**src/rtl/ps2_pkg.sv**
```systemverilog
// ps2_pkg: shared PS/2 set-2 byte constants, prefix FSM states and helpers.
package ps2_pkg;
    localparam logic [7:0] PS2_EXT    = 8'hE0;
    localparam logic [7:0] PS2_BRK    = 8'hF0;
    localparam logic [7:0] PS2_PAUSE  = 8'hE1;
    localparam logic [7:0] PS2_BAT    = 8'hAA;
    localparam logic [7:0] PS2_ACK    = 8'hFA;
    localparam logic [7:0] PS2_ECHO   = 8'hEE;
    localparam logic [7:0] PS2_RESEND = 8'hFE;
    localparam logic [7:0] PS2_ERR0   = 8'h00;
    localparam logic [7:0] PS2_ERR1   = 8'hFF;
    localparam logic [7:0] PS2_BATERR = 8'hFC;
    localparam logic [2:0] PAUSE_SKIP = 3'd7;

    typedef enum logic [1:0] {IDLE, EXT, BRK, EXT_BRK} ps2_pfx_t;

    // Bytes the keyboard sends as replies to host commands rather than keys.
    function automatic logic is_resp(input logic [7:0] b);
        return b inside {PS2_BAT, PS2_ACK, PS2_ECHO, PS2_RESEND, PS2_BATERR, PS2_ERR0, PS2_ERR1};
    endfunction
endpackage

```
**src/rtl/ps2_scancode_rx_if.sv**
```systemverilog
// ps2_scancode_rx_if: key-event bus towards the keyboard matrix.
//   key_strobe   one-cycle event pulse
//   key_code     scancode with prefixes stripped
//   key_pressed  1 = make, 0 = break
//   key_extended 1 = E0 prefix seen
//   frame_err    one-cycle pulse on parity/stop error
interface ps2_scancode_rx_if;
    logic       key_strobe;
    logic [7:0] key_code;
    logic       key_pressed;
    logic       key_extended;
    logic       frame_err;
    modport master(output key_strobe, key_code, key_pressed, key_extended, frame_err);
    modport slave(input key_strobe, key_code, key_pressed, key_extended, frame_err);
endinterface

```
**src/rtl/ps2_rx_frame.sv**
```systemverilog
// ps2_rx_frame: conditions raw PS/2 lines and deframes 11-bit serial bytes.
//   clk_sys, reset_n     system clock, async active-low reset
//   ps2_clk, ps2_data    raw asynchronous PS/2 lines
//   byte_valid           one-cycle pulse, byte_data holds a good byte
//   byte_data[7:0]       last received data byte
//   frame_err            one-cycle pulse on parity or stop-bit error
module ps2_rx_frame #(
    parameter int FILTER_CYCLES  = 8,
    parameter int TIMEOUT_CYCLES = 24000
) (
    input  logic       clk_sys,
    input  logic       reset_n,
    input  logic       ps2_clk,
    input  logic       ps2_data,
    output logic       byte_valid,
    output logic [7:0] byte_data,
    output logic       frame_err
);
    localparam int FW = $clog2(FILTER_CYCLES + 1);
    localparam int TW = $clog2(TIMEOUT_CYCLES + 1);
    logic [1:0]    clk_s, dat_s;
    logic          filt_clk, sample_en, settle, at_stop, stop_ok;
    logic [FW-1:0] filt_cnt;
    logic [3:0]    bit_cnt;
    logic [7:0]    sr;
    logic          par;
    logic [TW-1:0] idle_cnt;
    // The synchronised clock must disagree with the filtered one for a full window before it is taken.
    assign settle     = (clk_s[1] != filt_clk) && (filt_cnt == FW'(FILTER_CYCLES - 1));
    assign at_stop    = sample_en && (bit_cnt == 4'd10);
    assign stop_ok    = dat_s[1] && ^{sr, par};
    assign byte_valid = at_stop && stop_ok;
    assign frame_err  = at_stop && !stop_ok;
    assign byte_data  = sr;
    always_ff @(posedge clk_sys or negedge reset_n) begin
        if (!reset_n) begin
            clk_s     <= 2'b11;
            dat_s     <= 2'b11;
            filt_clk  <= 1'b1;
            filt_cnt  <= '0;
            sample_en <= 1'b0;
        end else begin
            clk_s     <= {clk_s[0], ps2_clk};
            dat_s     <= {dat_s[0], ps2_data};
            sample_en <= settle && filt_clk;
            if (clk_s[1] == filt_clk) filt_cnt <= '0;
            else if (settle) begin
                filt_clk <= clk_s[1];
                filt_cnt <= '0;
            end else filt_cnt <= filt_cnt + 1'b1;
        end
    end
    always_ff @(posedge clk_sys or negedge reset_n) begin
        if (!reset_n) begin
            bit_cnt  <= '0;
            sr       <= '0;
            par      <= 1'b0;
            idle_cnt <= '0;
        end else if (sample_en) begin
            idle_cnt <= '0;
            if (bit_cnt == 4'd0) bit_cnt <= {3'b000, ~dat_s[1]};
            else if (bit_cnt == 4'd10) bit_cnt <= 4'd0;
            else begin
                if (bit_cnt == 4'd9) par <= dat_s[1];
                else sr <= {dat_s[1], sr[7:1]};
                bit_cnt <= bit_cnt + 4'd1;
            end
        end else if (bit_cnt != 4'd0) begin
            // A stalled frame is dropped silently; prefix state upstream is untouched.
            if (idle_cnt == TW'(TIMEOUT_CYCLES - 1)) begin
                bit_cnt  <= 4'd0;
                idle_cnt <= '0;
            end else idle_cnt <= idle_cnt + 1'b1;
        end else idle_cnt <= '0;
    end
endmodule

```
**src/rtl/ps2_scancode_rx.sv**
```systemverilog
// ps2_scancode_rx: decodes PS/2 set-2 scancode bytes into key events.
//   clk_sys, reset_n   system clock, async active-low reset
//   ps2_clk, ps2_data  raw PS/2 lines
//   key_if             key-event bus (strobe, code, pressed, extended, frame_err)
module ps2_scancode_rx
    import ps2_pkg::*;
#(
    parameter int FILTER_CYCLES  = 8,
    parameter int TIMEOUT_CYCLES = 24000
) (
    input  logic                      clk_sys,
    input  logic                      reset_n,
    input  logic                      ps2_clk,
    input  logic                      ps2_data,
    ps2_scancode_rx_if.master         key_if
);
    logic       byte_valid, byte_err, emit;
    logic [7:0] byte_data;
    logic [2:0] skip, skip_nxt;
    ps2_pfx_t   state, state_nxt;
    ps2_rx_frame #(.FILTER_CYCLES(FILTER_CYCLES), .TIMEOUT_CYCLES(TIMEOUT_CYCLES)) u_frame (
        .clk_sys(clk_sys),
        .reset_n(reset_n),
        .ps2_clk(ps2_clk),
        .ps2_data(ps2_data),
        .byte_valid(byte_valid),
        .byte_data(byte_data),
        .frame_err(byte_err)
    );
    always_ff @(posedge clk_sys or negedge reset_n) begin
        if (!reset_n) begin
            state <= IDLE;
            skip  <= '0;
        end else begin
            state <= state_nxt;
            skip  <= skip_nxt;
        end
    end
    always_comb begin
        state_nxt = state;
        skip_nxt  = skip;
        emit      = 1'b0;
        if (byte_err) begin
            state_nxt = IDLE;
            skip_nxt  = '0;
        end else if (byte_valid) begin
            if (skip != 3'd0) skip_nxt = skip - 3'd1;
            else if (byte_data == PS2_PAUSE) begin
                // The remaining Pause bytes carry no usable make/break meaning.
                skip_nxt  = PAUSE_SKIP;
                state_nxt = IDLE;
            end else if (byte_data == PS2_EXT) state_nxt = (state == IDLE) ? EXT : state;
            else if (byte_data == PS2_BRK) state_nxt = (state == IDLE) ? BRK : (state == EXT) ? EXT_BRK : state;
            else if (!(state == IDLE && is_resp(byte_data))) begin
                emit      = 1'b1;
                state_nxt = IDLE;
            end
        end
    end
    always_ff @(posedge clk_sys or negedge reset_n) begin
        if (!reset_n) begin
            key_if.key_strobe   <= 1'b0;
            key_if.key_code     <= '0;
            key_if.key_pressed  <= 1'b0;
            key_if.key_extended <= 1'b0;
            key_if.frame_err    <= 1'b0;
        end else begin
            key_if.key_strobe <= emit;
            key_if.frame_err  <= byte_err;
            if (emit) begin
                key_if.key_code     <= byte_data;
                key_if.key_pressed  <= !(state == BRK || state == EXT_BRK);
                key_if.key_extended <= (state == EXT || state == EXT_BRK);
            end
        end
    end
endmodule

```
**src/flat_wrapper.sv**
```systemverilog
// flat-port wrapper written by rule: the top's interface ports become plain ports
module ps2_scancode_rx_flat import ps2_pkg::*;
#(
    parameter int FILTER_CYCLES  = 8,
    parameter int TIMEOUT_CYCLES = 24000
)
  (clk_sys, reset_n, ps2_clk, ps2_data, key_if_key_strobe, key_if_key_code, key_if_key_pressed, key_if_key_extended, key_if_frame_err);
  ps2_scancode_rx_if key_if_i ();
  input  logic clk_sys;
  input  logic reset_n;
  input  logic ps2_clk;
  input  logic ps2_data;
  output wire logic [$bits(key_if_i.key_strobe)-1:0] key_if_key_strobe;
  output wire logic [$bits(key_if_i.key_code)-1:0] key_if_key_code;
  output wire logic [$bits(key_if_i.key_pressed)-1:0] key_if_key_pressed;
  output wire logic [$bits(key_if_i.key_extended)-1:0] key_if_key_extended;
  output wire logic [$bits(key_if_i.frame_err)-1:0] key_if_frame_err;
  assign key_if_key_strobe = key_if_i.key_strobe;
  assign key_if_key_code = key_if_i.key_code;
  assign key_if_key_pressed = key_if_i.key_pressed;
  assign key_if_key_extended = key_if_i.key_extended;
  assign key_if_frame_err = key_if_i.frame_err;
  ps2_scancode_rx #(.FILTER_CYCLES(FILTER_CYCLES), .TIMEOUT_CYCLES(TIMEOUT_CYCLES)) u_core (.clk_sys(clk_sys), .reset_n(reset_n), .ps2_clk(ps2_clk), .ps2_data(ps2_data), .key_if(key_if_i));
endmodule
```
**config.mk**
```make
export PLATFORM = sky130hd
export DESIGN_NAME = ps2_scancode_rx_flat
export DESIGN_NICKNAME = d
export VERILOG_FILES = /design/src/rtl/ps2_pkg.sv /design/src/rtl/ps2_scancode_rx_if.sv /design/src/rtl/ps2_rx_frame.sv /design/src/rtl/ps2_scancode_rx.sv /design/src/flat_wrapper.sv
export SDC_FILE = /design/constraint.sdc
export NUM_CORES = 1
export LEC_CHECK = 0
export BUFFER_PORTS_ARGS = -buffer_cell sky130_fd_sc_hd__buf_2
export CAP_MARGIN = 20
export CORE_AREA = 3 3 74 76
export DETAILED_ROUTE_END_ITERATION = 7
export DIE_AREA = 0 0 77 79
export GPL_TIMING_DRIVEN = 0
export PLACE_DENSITY = 0.72
export SLEW_MARGIN = 20
export SYNTH_ARGS = -nofsm -noshare
export SYNTH_HDL_FRONTEND = slang
export SYNTH_HIERARCHICAL = 1
export SYNTH_SLANG_ARGS = --single-unit
export TNS_END_PERCENT = 20
```
**constraint.sdc**
```tcl
create_clock -name clk_sys -period 3.05 [get_ports clk_sys]
set_input_delay 0.4575 -clock clk_sys [delete_from_list [all_inputs] [get_ports clk_sys]]
set_output_delay 0.4575 -clock clk_sys [all_outputs]
set_load 0.01 [all_outputs]
```
# Word-level counts from Yosys, hierarchy flattened
# Index checks and enable logic that the tools add are counted.
word_totals:
  ff_bits: 55
  inputBits: 4
  output_inout_bits: 12
  word_cells: 106
op_classes:
  n_reduce_logical: 28
  n_addsub: 4
  n_mux: 31
  n_eq_ne: 22
  n_bitwise: 5
op_table:
  columns: ["operator", "n"]
  rows:
  - ["8-bit equality test, second input constant", 9]
  - ["15-bit 2-to-1 mux", 3]
  - ["4-bit 2-to-1 mux", 7]
  - ["2-bit 2-to-1 mux", 10]
  - ["15-bit by 1-bit adder with 15-bit output, second input constant", 1]
  - ["15-bit equality test, second input constant", 1]
  - ["3-bit 2-to-1 mux", 4]
  - ["9-bit XOR reduction", 1]
  - ["4-bit by 1-bit adder with 4-bit output, second input constant", 2]
  - ["4-bit equality test, second input constant", 2]
  - ["8-bit logical NOT", 1]
  - ["4-bit AND reduction", 2]
  - ["1-bit logical AND", 7]
  - ["1-bit 2-to-1 mux", 7]
  - ["7-bit nonzero test", 1]
  - ["2-bit AND reduction", 3]
  - ["2-bit nonzero test", 3]
  - ["3-bit nonzero test", 2]
  - ["5-bit by 1-bit inequality test with 1-bit output, second input constant", 1]
  - ["5-bit by 3-bit inequality test with 1-bit output, second input constant", 1]
  - ["1-bit inverter", 5]
  - ["5-bit AND reduction", 1]
  - ["2-bit equality test, second input constant", 2]
  - ["4-bit by 3-bit equality test with 1-bit output, second input constant", 1]
  - ["other kinds (11)", 13]

# Logic depth before layout (Yosys ltp)
logic_depth:
  word_depth: 10
  depth_mapped: 9
  ltp_nobuf: 8

# Cells and area by module
# Netlist, hierarchy kept.
by_module_without_submodules:
  columns: ["mod", "area_each_um2", "seq_area_each_um2", "n_inst", "cells_each"]
  rows:
  - ["ps2_rx_frame", 1815.5, 957.2, 1, 166]
  - ["ps2_scancode_rx", 870.8, 425.4, 1, 73]

# Least setup slack after synthesis
# OpenSTA, ideal clock, no wires.
synth_timing:
  path_kind: "reg2reg"
  from: "register u_core.u_frame.sr[1], in the netlist u_core/u_frame/byte_data[1]"
  to: "register u_core.key_if.key_code[1]"
  t_required_ns: 2.925
  setup_time_ns: 0.125
  stages_incl_launch_ff: 10
  path_buffers: 1
  slack_ns: 0.511
  arrival_ns: 2.413
  synth_period_minus_slack_ns: 2.539
  path_cell_list: "dfrtp_1 -> xor2_1 -> xnor3_1 -> mux2i_1 -> and4_1 -> nand3b_1 -> a211oi_2 -> o211ai_2 -> buf_6 -> mux2_4"
synth_between:
  word_cells_on_any_way: 24
  classes_between: "9 x eq/ne; 7 x mux; 8 x reduce/logical"
synth_lines:
  columns: ["item", "line_no", "source"]
  rows:
  - ["start, declared", "ps2_rx_frame.sv:25", "logic [7:0] sr;"]
  - ["start signal, assigned", "ps2_rx_frame.sv:65", "else sr <= {dat_s[1], sr[7:1]};"]
  - ["9-bit XOR reduction", "ps2_rx_frame.sv:31", "assign stop_ok = dat_s[1] && ^{sr, par};"]
  - ["1-bit logical AND", "ps2_rx_frame.sv:31", null]
  - ["1-bit logical AND", "ps2_rx_frame.sv:32", "assign byte_valid = at_stop && stop_ok;"]
  - ["named net u_core.byte_valid", "ps2_scancode_rx.sv:17", "logic byte_valid, byte_err, emit;"]
  - ["1-bit 2-to-1 mux", "ps2_scancode_rx.sv:46", "end else if (byte_valid) begin"]
  - ["1-bit 2-to-1 mux", "ps2_scancode_rx.sv:43", "if (byte_err) begin"]
  - ["end signal, assigned", "ps2_scancode_rx.sv:71", "key_if.key_code <= byte_data;"]
  - ["end, declared", "ps2_scancode_rx_if.sv:13", "modport master(output key_strobe, key_code, key_pressed, key_extended, frame_err);"]
# The timed path passes the listed nets, and every way through them passes these cells.
# A chain may end at the register's enable or synchronous reset.

# Worst setup path after layout
layout_timing:
  from: "register u_core.u_frame.sr[1], in the netlist u_core/u_frame/byte_data[1]"
  to: "register u_core.key_if.key_code[5]"
# The elaborated chain is that of the path after synthesis.

==> flow_results.org <==
** Run status
- The flow ran to the end, and the final reports show no timing, DRC or antenna violations.

** Critical path
- The worst setup path is launched from a flip-flop.
- STA puts the critical path data arrival time at 3.06 ns.
- Required time of the critical path :: 3.25 ns
- CP Capture Type :: flip-flop
- Worst Path Max Fanout :: 10
- Critical path class :: flip-flop to flip-flop

** Logic synthesis
- Sequential element share of the synthesized area :: 51.47%
- Number of nets produced by synthesis :: 247
- Yosys mapped a number of flops with a built-in enable equal to 0.
- After synthesis, the share of flip-flops with an asynchronous set or reset is 100.0%.
- Post-synthesis area per instance :: 11.24 um^2
- Flops & latches, synth :: 55
- Cell area after synthesis :: 2686 um^2
- The most used flip-flop cell after synthesis is sky130_fd_sc_hd__dfrtp_1.
- Count of warnings emitted by yosys :: 6
- Unique masters post-synth :: 51
- Synthesis produced 239 cells.

** STA
- The final hold violation count was 0.
- The number of max-slew violations in the final report was 0.
- Post-route setup TNS :: 0 ns
- The smallest clock period supported by the final layout is computed as 2.856 ns.
- Worst slew slack as a fraction of its limit :: 55.12%
- Clock skew :: 0.01112 ns
- Setup repair after global routing left no endpoint under its margin.
- Final setup fails :: 0
- Highest Clock Rate :: 350.1 MHz
- Final worst path period share :: 93.65%
- Hold slack :: 0.1744 ns
- Worst path setup slack after routing :: 0.1936 ns
- At the pin with the least slew margin, the transition time is 0.6731 ns.

** Clock network
- Sinks on the clock net :: 55
- TritonCTS clock tree :: yes
- Number of H-tree levels :: 2
- CTS root buffer :: sky130_fd_sc_hd__clkbuf_8
- Resize count post-CTS :: 0
- In this run the deepest clock path goes through 2 buffers.
- Clock latency on the worst-skew pair :: 0.31 ns
- Number of buffers created by CTS :: 5
- In this run, post-CTS hold repair placed 0 buffers.
- Total setup buffers inserted after CTS :: 0
- Clock transition at the registers of the reported paths :: 0.10 ns

** Finish
- P&R area growth vs syn :: 10.43%
- Final antenna diode count :: 0
- After the flow finishes, the layout carries non-filler instances totaling 329.
- Cells with a size suffix above 1 make up 19.85% of the layout.
- In the final design database the tool counted 269 nets.
- Final core utilization :: 61.99%
- Post-route cell area :: 2967 um^2

** Pwr
- VDD sags by at most 0.2446 mV.
- In this run, the combinational gates consume 4.9% of the power.
- Per report_power, the clock group accounts for 37.1% of the total.
- Per report_power, the sequential group accounts for 58.0% of the total.
- Dividing total power by cell area gives a power density of 451.4 nW/um^2.
- Switch share :: 21.27%
- For this design the static power due to leakage is 1.423 nW.
- Total Power Consumption :: 1.339 mW
- The internal power of the cells totals 1.054 mW.
- Sw power :: 0.2848 mW

** Die
- Die Outline Area :: 6083 um^2
- Measured along the x axis, the die boundary spans 77 um.
- Starting utilization of the core area :: 56.13%
- Placeable core area :: 4786 um^2
- In this run the core area contains 25 standard-cell rows.
- 16 I/O pins were placed.
- The die is 79 um tall.

** Detailed routing
- Vias after detailed routing :: 1845
- Total DRC errors in the routed layout :: 0
- In the routed layout, each cell is associated on average with a via count of 5.608.
- Detailed Route Iter0 Violations :: 73
- Total iterations of the first detailed-routing run :: 4
- The count of nets left with antenna violations once routing finished came out at 0.
- In the final routed layout, each cell accounts on average for 13.50 um.
- Overall routed net length :: 4.440 mm

** Min path
- Min-delay worst type :: input port to asynchronous set/reset pin

** GRT
- The number of global-route vias before repair was 1681.
- Entering global routing, the biggest net connects 56 pins.
- First-pass GRT wire length :: 7.576 mm
- The number of antenna violations at the first check in global routing was 0.
- Remaining global-route overflow :: 0
- Across every metal layer, demand over resource in global routing totals 15.72%.

** Place
- In this run, placement finished with an instance count of 321.
- After legalization and detailed placement, the total HPWL measured 3.049 mm.
- Placement Setup Slack :: 0.1827 ns
- The congestion estimate from routability-driven global placement came to 0.7476.
- Quantity of I/O buffers inserted on ports :: 15
- The placed instances occupy a cell area of 2848 um^2.

** Run
- Across the run, the number of max-cap violations was 0.
critical path: stages, from the launching register on:
cell                       delay, ns
sky130_fd_sc_hd__dfrtp_2        0.47
sky130_fd_sc_hd__xor2_1         0.19
sky130_fd_sc_hd__xnor3_1        0.44
sky130_fd_sc_hd__mux2i_1        0.19
sky130_fd_sc_hd__and4_1         0.33
sky130_fd_sc_hd__nand3b_1       0.17
sky130_fd_sc_hd__a211oi_2       0.30
sky130_fd_sc_hd__o211ai_2       0.16
sky130_fd_sc_hd__buf_6          0.18
sky130_fd_sc_hd__mux2_4         0.30
flip-flops by register name, summed over array words and instances (netlist names):
name and flops:
u_core/key_if.key_strobe 1, u_core/u_frame/filt_clk 1, u_core/state 2, u_core/u_frame/dat_s 2, u_core/u_frame/byte_data 8, u_core/u_frame/bit_cnt 4
u_core/key_if.frame_err 1, u_core/u_frame/clk_s 2, u_core/skip 3, u_core/key_if.key_extended 1, u_core/u_frame/idle_cnt 15, u_core/u_frame/sample_en 1
u_core/u_frame/filt_cnt 4, u_core/key_if.key_pressed 1, u_core/key_if.key_code 8, u_core/u_frame/par 1
area by class of cell:
type / count / area (um^2)
buffer: 8 / 46.29
clock buffer: 6 / 82.58
clock inverter: 2 / 35.03
fill: 390 / 1819
inverter: 9 / 33.78
multi-input combinational: 167 / 1224
sequential: 55 / 1384
tap: 67 / 83.83
timing repair buffer: 15 / 77.57
cell usage in the layout (no fill, tap or decap), types with 2 or more instances in the layout:
| cell type | instances |
|---|---|
| sky130_fd_sc_hd__nand4_1 | 4 |
| sky130_fd_sc_hd__mux2_1 | 8 |
| sky130_fd_sc_hd__and4_1 | 2 |
| sky130_fd_sc_hd__nand3b_1 | 2 |
| sky130_fd_sc_hd__mux2_2 | 4 |
| sky130_fd_sc_hd__nand2b_1 | 7 |
| sky130_fd_sc_hd__nor2_1 | 23 |
| sky130_fd_sc_hd__ha_1 | 4 |
| sky130_fd_sc_hd__nand2_1 | 12 |
| sky130_fd_sc_hd__or3_1 | 4 |
| sky130_fd_sc_hd__o21ai_0 | 10 |
| sky130_fd_sc_hd__xor2_1 | 9 |
| sky130_fd_sc_hd__nor4_1 | 2 |
| sky130_fd_sc_hd__clkbuf_1 | 2 |
| sky130_fd_sc_hd__a21oi_1 | 9 |
| sky130_fd_sc_hd__a31oi_1 | 3 |
| sky130_fd_sc_hd__nor3_1 | 4 |
| sky130_fd_sc_hd__buf_4 | 2 |
| sky130_fd_sc_hd__dfstp_2 | 5 |
| sky130_fd_sc_hd__dfrtp_1 | 49 |
| sky130_fd_sc_hd__nor3b_1 | 3 |
| sky130_fd_sc_hd__clkbuf_8 | 6 |
| sky130_fd_sc_hd__mux2i_1 | 3 |
| sky130_fd_sc_hd__inv_1 | 9 |
| sky130_fd_sc_hd__buf_2 | 18 |
| sky130_fd_sc_hd__xnor2_1 | 7 |
| sky130_fd_sc_hd__mux2_4 | 7 |
| sky130_fd_sc_hd__xnor3_1 | 2 |
| sky130_fd_sc_hd__and3_1 | 4 |
| sky130_fd_sc_hd__nand3_1 | 7 |
| sky130_fd_sc_hd__nor2b_1 | 5 |
| sky130_fd_sc_hd__and2_1 | 3 |
cell usage after synthesis, drive strengths merged (5+ instances only):
| library cell | instances | area (um^2) |
|---|---|---|
| nor2 | 23 | 86.33 |
| mux2 | 19 | 240.2 |
| nand4 | 5 | 37.53 |
| nand2b | 7 | 43.79 |
| buf | 6 | 38.79 |
| nand3 | 7 | 35.03 |
| xnor2 | 7 | 61.31 |
| dfstp | 5 | 131.4 |
| inv | 9 | 33.78 |
| a21oi | 9 | 45.04 |
| xor2 | 9 | 78.83 |
| nor2b | 5 | 31.28 |
| o21ai | 12 | 75.08 |
| nand2 | 12 | 45.04 |
| dfrtp | 50 | 1251 |
metal layers:
metal	up-vias	part of all wire [%]	wire length, um	global-route usage, %
met3	7	3.6	160	3.628
li1	888	-	-	-
met1	913	48	2142	20.40
met5	-	0	0	0
met2	37	46	2062	25.61
met4	0	1.7	74	6.406
worst paths after layout:
kind / startpoint / end / cells after the start / slack, ns
worst max register to register: u_core/u_frame/byte_data[1] / u_core/key_if.key_code[5] / 9 / 0.19
worst max-delay path: u_core/u_frame/byte_data[1] / u_core/key_if.key_code[5] / 9 / 0.19
min in group clk_sys: ps2_data / u_core/u_frame/dat_s[0] / 1 / 0.25
worst min register to register: u_core/u_frame/clk_s[0] / u_core/u_frame/clk_s[1] / 0 / 0.36
max in group asynchronous: reset_n / u_core/u_frame/byte_data[1] / 1 / 2.41
worst min-delay path: reset_n / u_core/u_frame/byte_data[2] / 1 / 0.17
power by group through the flow:
stage / clock network (mW) / registers (mW) / logic (mW)
6_report: 0.497 / 0.777 / 0.0654
5_1_grt: 0.544 / 0.781 / 0.0751
4_1_cts: 0.513 / 0.777 / 0.0673
3_5_place_dp: 0 / 0.791 / 0.0669
3_3_place_gp: 0 / 0.790 / 0.0653
2_1_floorplan: 0 / 0.787 / 0.0433
kinds of logic after synthesis:
| logic type | after synthesis | synth area share (%) |
|---|---|---|
| XOR/XNOR | 18 | 6.893 |
| multiplexers | 22 | 10.06 |
| flip-flops | 55 | 51.47 |
| AO/OA/AOI/OAI | 35 | 8.757 |
| adder cells (fa/ha/maj) | 4 | 1.863 |
| buffers and inverters | 17 | 2.981 |
| AND/OR/NAND/NOR | 88 | 17.98 |
Note: power is estimated with default switching activity, not from simulation.
